===== src/rtl/bus_sequencer.sv =====
// Fetch/execute microstep controller: drives the datapath bus select code and register load strobes.
// Optional macro SEQ_TIMEOUT_EN adds a T1 memory-wait timeout that aborts to IDLE and raises error.
module bus_sequencer #(
    parameter int MEM_TIMEOUT = 15,
    parameter int TO_W        = 4
) (
    input  logic        clk,
    input  logic        reset_n,
    input  logic        start,
    input  logic [1:0]  op_class,
    input  logic [31:0] ir,
    input  logic        mem_ready,
    output logic [4:0]  bus_sel,
    output logic        pc_in,
    output logic        mar_in,
    output logic        inc_pc,
    output logic        z_in,
    output logic        y_in,
    output logic        ir_in,
    output logic        mdr_in,
    output logic        hi_in,
    output logic        lo_in,
    output logic        mem_read,
    output logic        alu_go,
    output logic [15:0] reg_in,
    output logic        busy,
    output logic        done,
    output logic        error
);
    typedef enum logic [2:0] {IDLE, T0, T1, T2, T3, T4, T5, T6} state_t;

    localparam logic [4:0] SEL_ZHI = 5'd18;
    localparam logic [4:0] SEL_ZLO = 5'd19;
    localparam logic [4:0] SEL_PC  = 5'd20;
    localparam logic [4:0] SEL_MDR = 5'd21;
    localparam logic [4:0] SEL_CSE = 5'd23;

    state_t      state, next_state;
    logic [1:0]  cls_q;
    logic        timeout_hit;
    logic [3:0]  ra, rb, rc;
    logic        unused_ir_bits;

    assign ra = ir[26:23];
    assign rb = ir[22:19];
    assign rc = ir[18:15];
    assign unused_ir_bits = ^{ir[31:27], ir[14:0]};

    always_ff @(posedge clk or negedge reset_n) begin
        if (!reset_n) state <= IDLE;
        else          state <= next_state;
    end

    // The class is captured on leaving T2 so the execute steps ignore later decoder changes.
    always_ff @(posedge clk or negedge reset_n) begin
        if (!reset_n)         cls_q <= 2'd0;
        else if (state == T2) cls_q <= op_class;
    end

`ifdef SEQ_TIMEOUT_EN
    logic [TO_W-1:0] wait_cnt;
    logic            error_q;

    always_ff @(posedge clk or negedge reset_n) begin
        if (!reset_n)                       wait_cnt <= '0;
        else if (state == T0)               wait_cnt <= '0;
        else if (state == T1 && !mem_ready) wait_cnt <= wait_cnt + TO_W'(1);
    end

    assign timeout_hit = (state == T1) && !mem_ready && (wait_cnt == TO_W'(MEM_TIMEOUT - 1));

    // Sticky until the next accepted start.
    always_ff @(posedge clk or negedge reset_n) begin
        if (!reset_n)                   error_q <= 1'b0;
        else if (state == IDLE && start) error_q <= 1'b0;
        else if (timeout_hit)           error_q <= 1'b1;
    end

    assign error = error_q;
`else
    localparam int unused_timeout_cfg = MEM_TIMEOUT + TO_W;
    assign timeout_hit = 1'b0;
    assign error       = 1'b0;
`endif

    always_comb begin
        next_state = state;
        bus_sel    = 5'd0;
        pc_in      = 1'b0;
        mar_in     = 1'b0;
        inc_pc     = 1'b0;
        z_in       = 1'b0;
        y_in       = 1'b0;
        ir_in      = 1'b0;
        mdr_in     = 1'b0;
        hi_in      = 1'b0;
        lo_in      = 1'b0;
        mem_read   = 1'b0;
        alu_go     = 1'b0;
        reg_in     = 16'd0;
        busy       = (state != IDLE);
        done       = 1'b0;
        case (state)
            IDLE: begin
                if (start) next_state = T0;
            end
            T0: begin
                bus_sel    = SEL_PC;
                mar_in     = 1'b1;
                inc_pc     = 1'b1;
                z_in       = 1'b1;
                next_state = T1;
            end
            T1: begin
                bus_sel  = SEL_ZLO;
                pc_in    = 1'b1;
                mem_read = 1'b1;
                if (timeout_hit) begin
                    next_state = IDLE;
                end else if (mem_ready) begin
                    mdr_in     = 1'b1;
                    next_state = T2;
                end
            end
            T2: begin
                bus_sel = SEL_MDR;
                ir_in   = 1'b1;
                if (op_class == 2'd3) begin
                    done       = 1'b1;
                    next_state = IDLE;
                end else begin
                    next_state = T3;
                end
            end
            T3: begin
                bus_sel    = {1'b0, rb};
                y_in       = 1'b1;
                next_state = T4;
            end
            T4: begin
                bus_sel    = (cls_q == 2'd1) ? SEL_CSE : {1'b0, rc};
                alu_go     = 1'b1;
                z_in       = 1'b1;
                next_state = T5;
            end
            T5: begin
                bus_sel = SEL_ZLO;
                if (cls_q == 2'd2) begin
                    lo_in      = 1'b1;
                    next_state = T6;
                end else begin
                    reg_in     = 16'd1 << ra;
                    done       = 1'b1;
                    next_state = IDLE;
                end
            end
            T6: begin
                bus_sel    = SEL_ZHI;
                hi_in      = 1'b1;
                done       = 1'b1;
                next_state = IDLE;
            end
            default: next_state = IDLE;
        endcase
    end
endmodule


===== config.mk =====
export PLATFORM = sky130hd
export DESIGN_NAME = bus_sequencer
export DESIGN_NICKNAME = d
export VERILOG_FILES = /design/src/rtl/bus_sequencer.sv
export SDC_FILE = /design/constraint.sdc
export NUM_CORES = 1
export LEC_CHECK = 0
export ABC_AREA = 1
export CORE_MARGIN = 1.5
export CORE_UTILIZATION = 30
export CTS_BUF_LIST = sky130_fd_sc_hd__clkbuf_16
export CTS_CLUSTER_SIZE = 12
export DETAILED_ROUTE_END_ITERATION = 10
export PLACE_DENSITY = 0.85
export SYNTH_ARGS = -nofsm -noshare
export SYNTH_HDL_FRONTEND = slang
export SYNTH_SLANG_ARGS = --single-unit

===== constraint.sdc =====
create_clock -name clk -period 2.02 [get_ports clk]
set_input_delay 0.303 -clock clk [delete_from_list [all_inputs] [get_ports clk]]
set_output_delay 0.303 -clock clk [all_outputs]
set_load 0.03 [all_outputs]

==> results.md <==
* Number of levels in the clock H-tree at 1
* Initial Utilization at 33.0%
* Most used DFF post-synth: sky130_fd_sc_hd__dfrtp_1
* Largest cells by area after synthesis: sky130_fd_sc_hd__dfrtp_1, sky130_fd_sc_hd__nand2_1, sky130_fd_sc_hd__nand3_1
* Number of max-cap violations at 0
* Number of buffers inserted to repair setup after CTS at 0
* Cell at the root of the clock tree: sky130_fd_sc_hd__clkbuf_16
* Synth top cells by count: sky130_fd_sc_hd__nand2_1, sky130_fd_sc_hd__nor2_1, sky130_fd_sc_hd__nand3_1
* Total congestion overflow after global routing at 0
* Overall power at 1710 uW
* Post-Synthesis Net Count at roughly 150
* Startpoint class of the critical path: flop
* Final #Nets at between 200 and 250
* Post-synthesis instance total at 110
* TritonCTS buffer count at 3
* Number of detailed-routing iterations run before antenna repair at 4
* GRT Resource Usage Total at ~17%
* Sequential fraction of the synthesis area at a little under a fifth
* Total of buffers placed on input and output ports at 51
* Count of state elements after synthesis at 5
* Final period util at a little over nine tenths
* WL final at 2.05 mm
* Area of the placeable core at 2040 um^2
* Residual DRC count at 0
* FILL cells at 200
* Unrepaired setup endpoints after global routing: no
* ANT nets after route at 0
* Final hold violation count at 0
* Antenna diodes at 0
* Count of hold-fix buffers inserted at cts at 0
* Data arrival time of the critical path at 1.64 ns
* I/O pin cnt at 73
* Via count of the routed design at 865
* Fraction of registers with async set or reset after synthesis at 100%
* Most numerous cell in the Yosys netlist: sky130_fd_sc_hd__nand2_1
* Worst setup margin at between 0.07 and 0.08 ns
* Peak supply drop at 1190 uV
* Path class of the lowest-slack min-delay path: in -> async
* Die ar. at about 2500 um^2
* Outcome: complete, no violations
* Worst clock skew at 0.00136 ns
* Power Density at 1390 nW/um^2
* Setup tns final at 0 ns
* Number of synthesized flops with an enable pin at 0
* Req. time, crit path at roughly 1.7 ns
* Netlist Area Pre-Place at between 600 and 700 um^2
* Fraction of synthesized cell area taken by the top area cell type at 18.6%
* Shortest period the worst path allows at roughly 1.9 ns
* Relative area change from synthesis to final layout at 82.6%
* Post-detailed-route wirelength per cell at 10.7 um
* Vias in the first global route at about 850
* Clock sinks at 5
* Die Y at 50.4 um
* Synthesized area per cell at 6.13 um^2
* Total count of max-transition violations in the final report at 0
* Cell variety after synth at 19
* Share of layout cells above drive strength 1 at 23.8%
* Clock tree from TritonCTS: done
* # setup viols final at 0
* Final Util at 60.3%
* Worst setup path class: reg -> out
* Clock insertion delay at the later pin of the skew report at 0.22 ns
* Antenna violations before repair at 0
* Num rows at 16
* X dimension of the die at 50.4 um
* Worst-path maximum fanout at 6
* Area of all placed cells without fillers at around 1200 um^2
* Total half-perimeter wirelength after legalization and detailed placement at between 1.5 and 2 mm
* Detailed-route vias per instance at 4.53
* Leakage at between 0.0007 and 0.0008 uW
* Final weighted congestion of routability-driven global placement at approximately 0.73
* Post-Place Cell Area at 1160 um^2
* Iteration-0 DRC count of the detailed router at 13
* Yosys warning count at 0
* Post-placement worst setup slack at 0.0284 ns
* Largest area contributor in the netlist: sky130_fd_sc_hd__dfrtp_1
* Pin count of the biggest net entering global routing at 9
* CP endpoint kind: primary output
* Fmax at 0.514 GHz
* CTS clock-pin slew for the worst setup and hold paths at around 0.03 ns
* Global-route wire length before repair at 3.36 mm
* Clock Path Buffers at 2
==> where the power goes <==
| part | internal [uW] | total [uW] | leakage [uW] | switching, uW |
|---|---|---|---|---|
| registers | 155 | 252 | 0.0000582 | 96.8 |
| clock network | 256 | 313 | 0.0000423 | 57.5 |
| logic | 410 | 1150 | 0.000604 | 739 |
==> area by class of cell <==
type / count / area, um^2 / share of cell area [%]
inverters: 19 / 82.6 / 6.71
clock inverters: 1 / 3.75 / 0.305
clock buffers: 3 / 75.1 / 6.10
well taps: 27 / 33.8 / 2.74
multi-input cells: 80 / 410 / 33.3
flip-flops and latches: 5 / 129 / 10.5
repair buffers: 56 / 497 / 40.3
==> registers in the layout, indices dropped and copies added, names as in the netlist <==
signal	cells
cls_q	2
state	3
==> cells in the final DEF (no fill, tap or decap), types with 2 or more instances in the layout <==
cell	n
sky130_fd_sc_hd__nand2_1	26
sky130_fd_sc_hd__buf_4	22
sky130_fd_sc_hd__nor2_1	21
sky130_fd_sc_hd__clkdlybuf4s50_1	21
sky130_fd_sc_hd__nand3_1	19
sky130_fd_sc_hd__inv_1	17
sky130_fd_sc_hd__dlygate4sd2_1	11
sky130_fd_sc_hd__o21ai_1	3
sky130_fd_sc_hd__clkbuf_16	3
sky130_fd_sc_hd__dfrtp_2	3
sky130_fd_sc_hd__nand2_4	2
sky130_fd_sc_hd__nor2_4	2
sky130_fd_sc_hd__nand3_4	2
sky130_fd_sc_hd__dfrtp_1	2
sky130_fd_sc_hd__dlymetal6s2s_1	2
==> metal layers <==
| metal | vias to the layer above | global-route usage (%) | wire [um] |
|---|---|---|---|
| li1 | 443 | - | - |
| met2 | 39 | 34.4 | 1110 |
| met1 | 383 | 17.0 | 800 |
| met3 | 0 | 2.98 | 132 |
| met4 | 0 | 3.15 | 0 |
| met5 | - | 0 | 0 |
==> stage by stage <==
stage,hold slack [ns],instances
finish,0.294,191
global route,0.313,191
CTS,0.302,191
detailed placement,0.537,187
global placement,0.530,187
floorplan,0.00741,110
==> worst paths after layout <==
path                            depth (start not counted)  endpoint  slack [ns]      from
worst max-delay path                                    4     ir_in        0.08  state[2]
worst min register to register                          2  cls_q[0]        0.54  cls_q[0]
worst max register to register                          6  cls_q[1]        0.95  state[2]
max in group asynchronous                               1  state[0]        1.53   reset_n
min in group clk                                        2  cls_q[0]        0.54  cls_q[0]
worst min-delay path                                    1  cls_q[0]        0.29   reset_n
==> critical path, cell delays in order, from the launching register on <==
cell and delay [ns]:
sky130_fd_sc_hd__dfrtp_2 0.47, sky130_fd_sc_hd__inv_8 0.11, sky130_fd_sc_hd__nand2_4 0.07, sky130_fd_sc_hd__nor2_4 0.09, sky130_fd_sc_hd__clkdlybuf4s50_1 0.68
==> timing repair <==
action | in CTS | in global routing
gates resized for setup | 14 | 2
pin swaps | 0 | 0
endpoints found under the setup margin | 13 | 2
==> logic make-up (layout without fill, tap and decap cells) <==
family                 count (synthesis)  after routing  share of synthesized area (%)
AND/OR/NAND/NOR                       75             75                           57.1
buffers and inverters                 25             79                           20.6
flip-flops                             5              5                           18.6
AO/OA/AOI/OAI                          4              4                           3.15
other                                  1              1                          0.556
(Power assumes the default switching activity.)
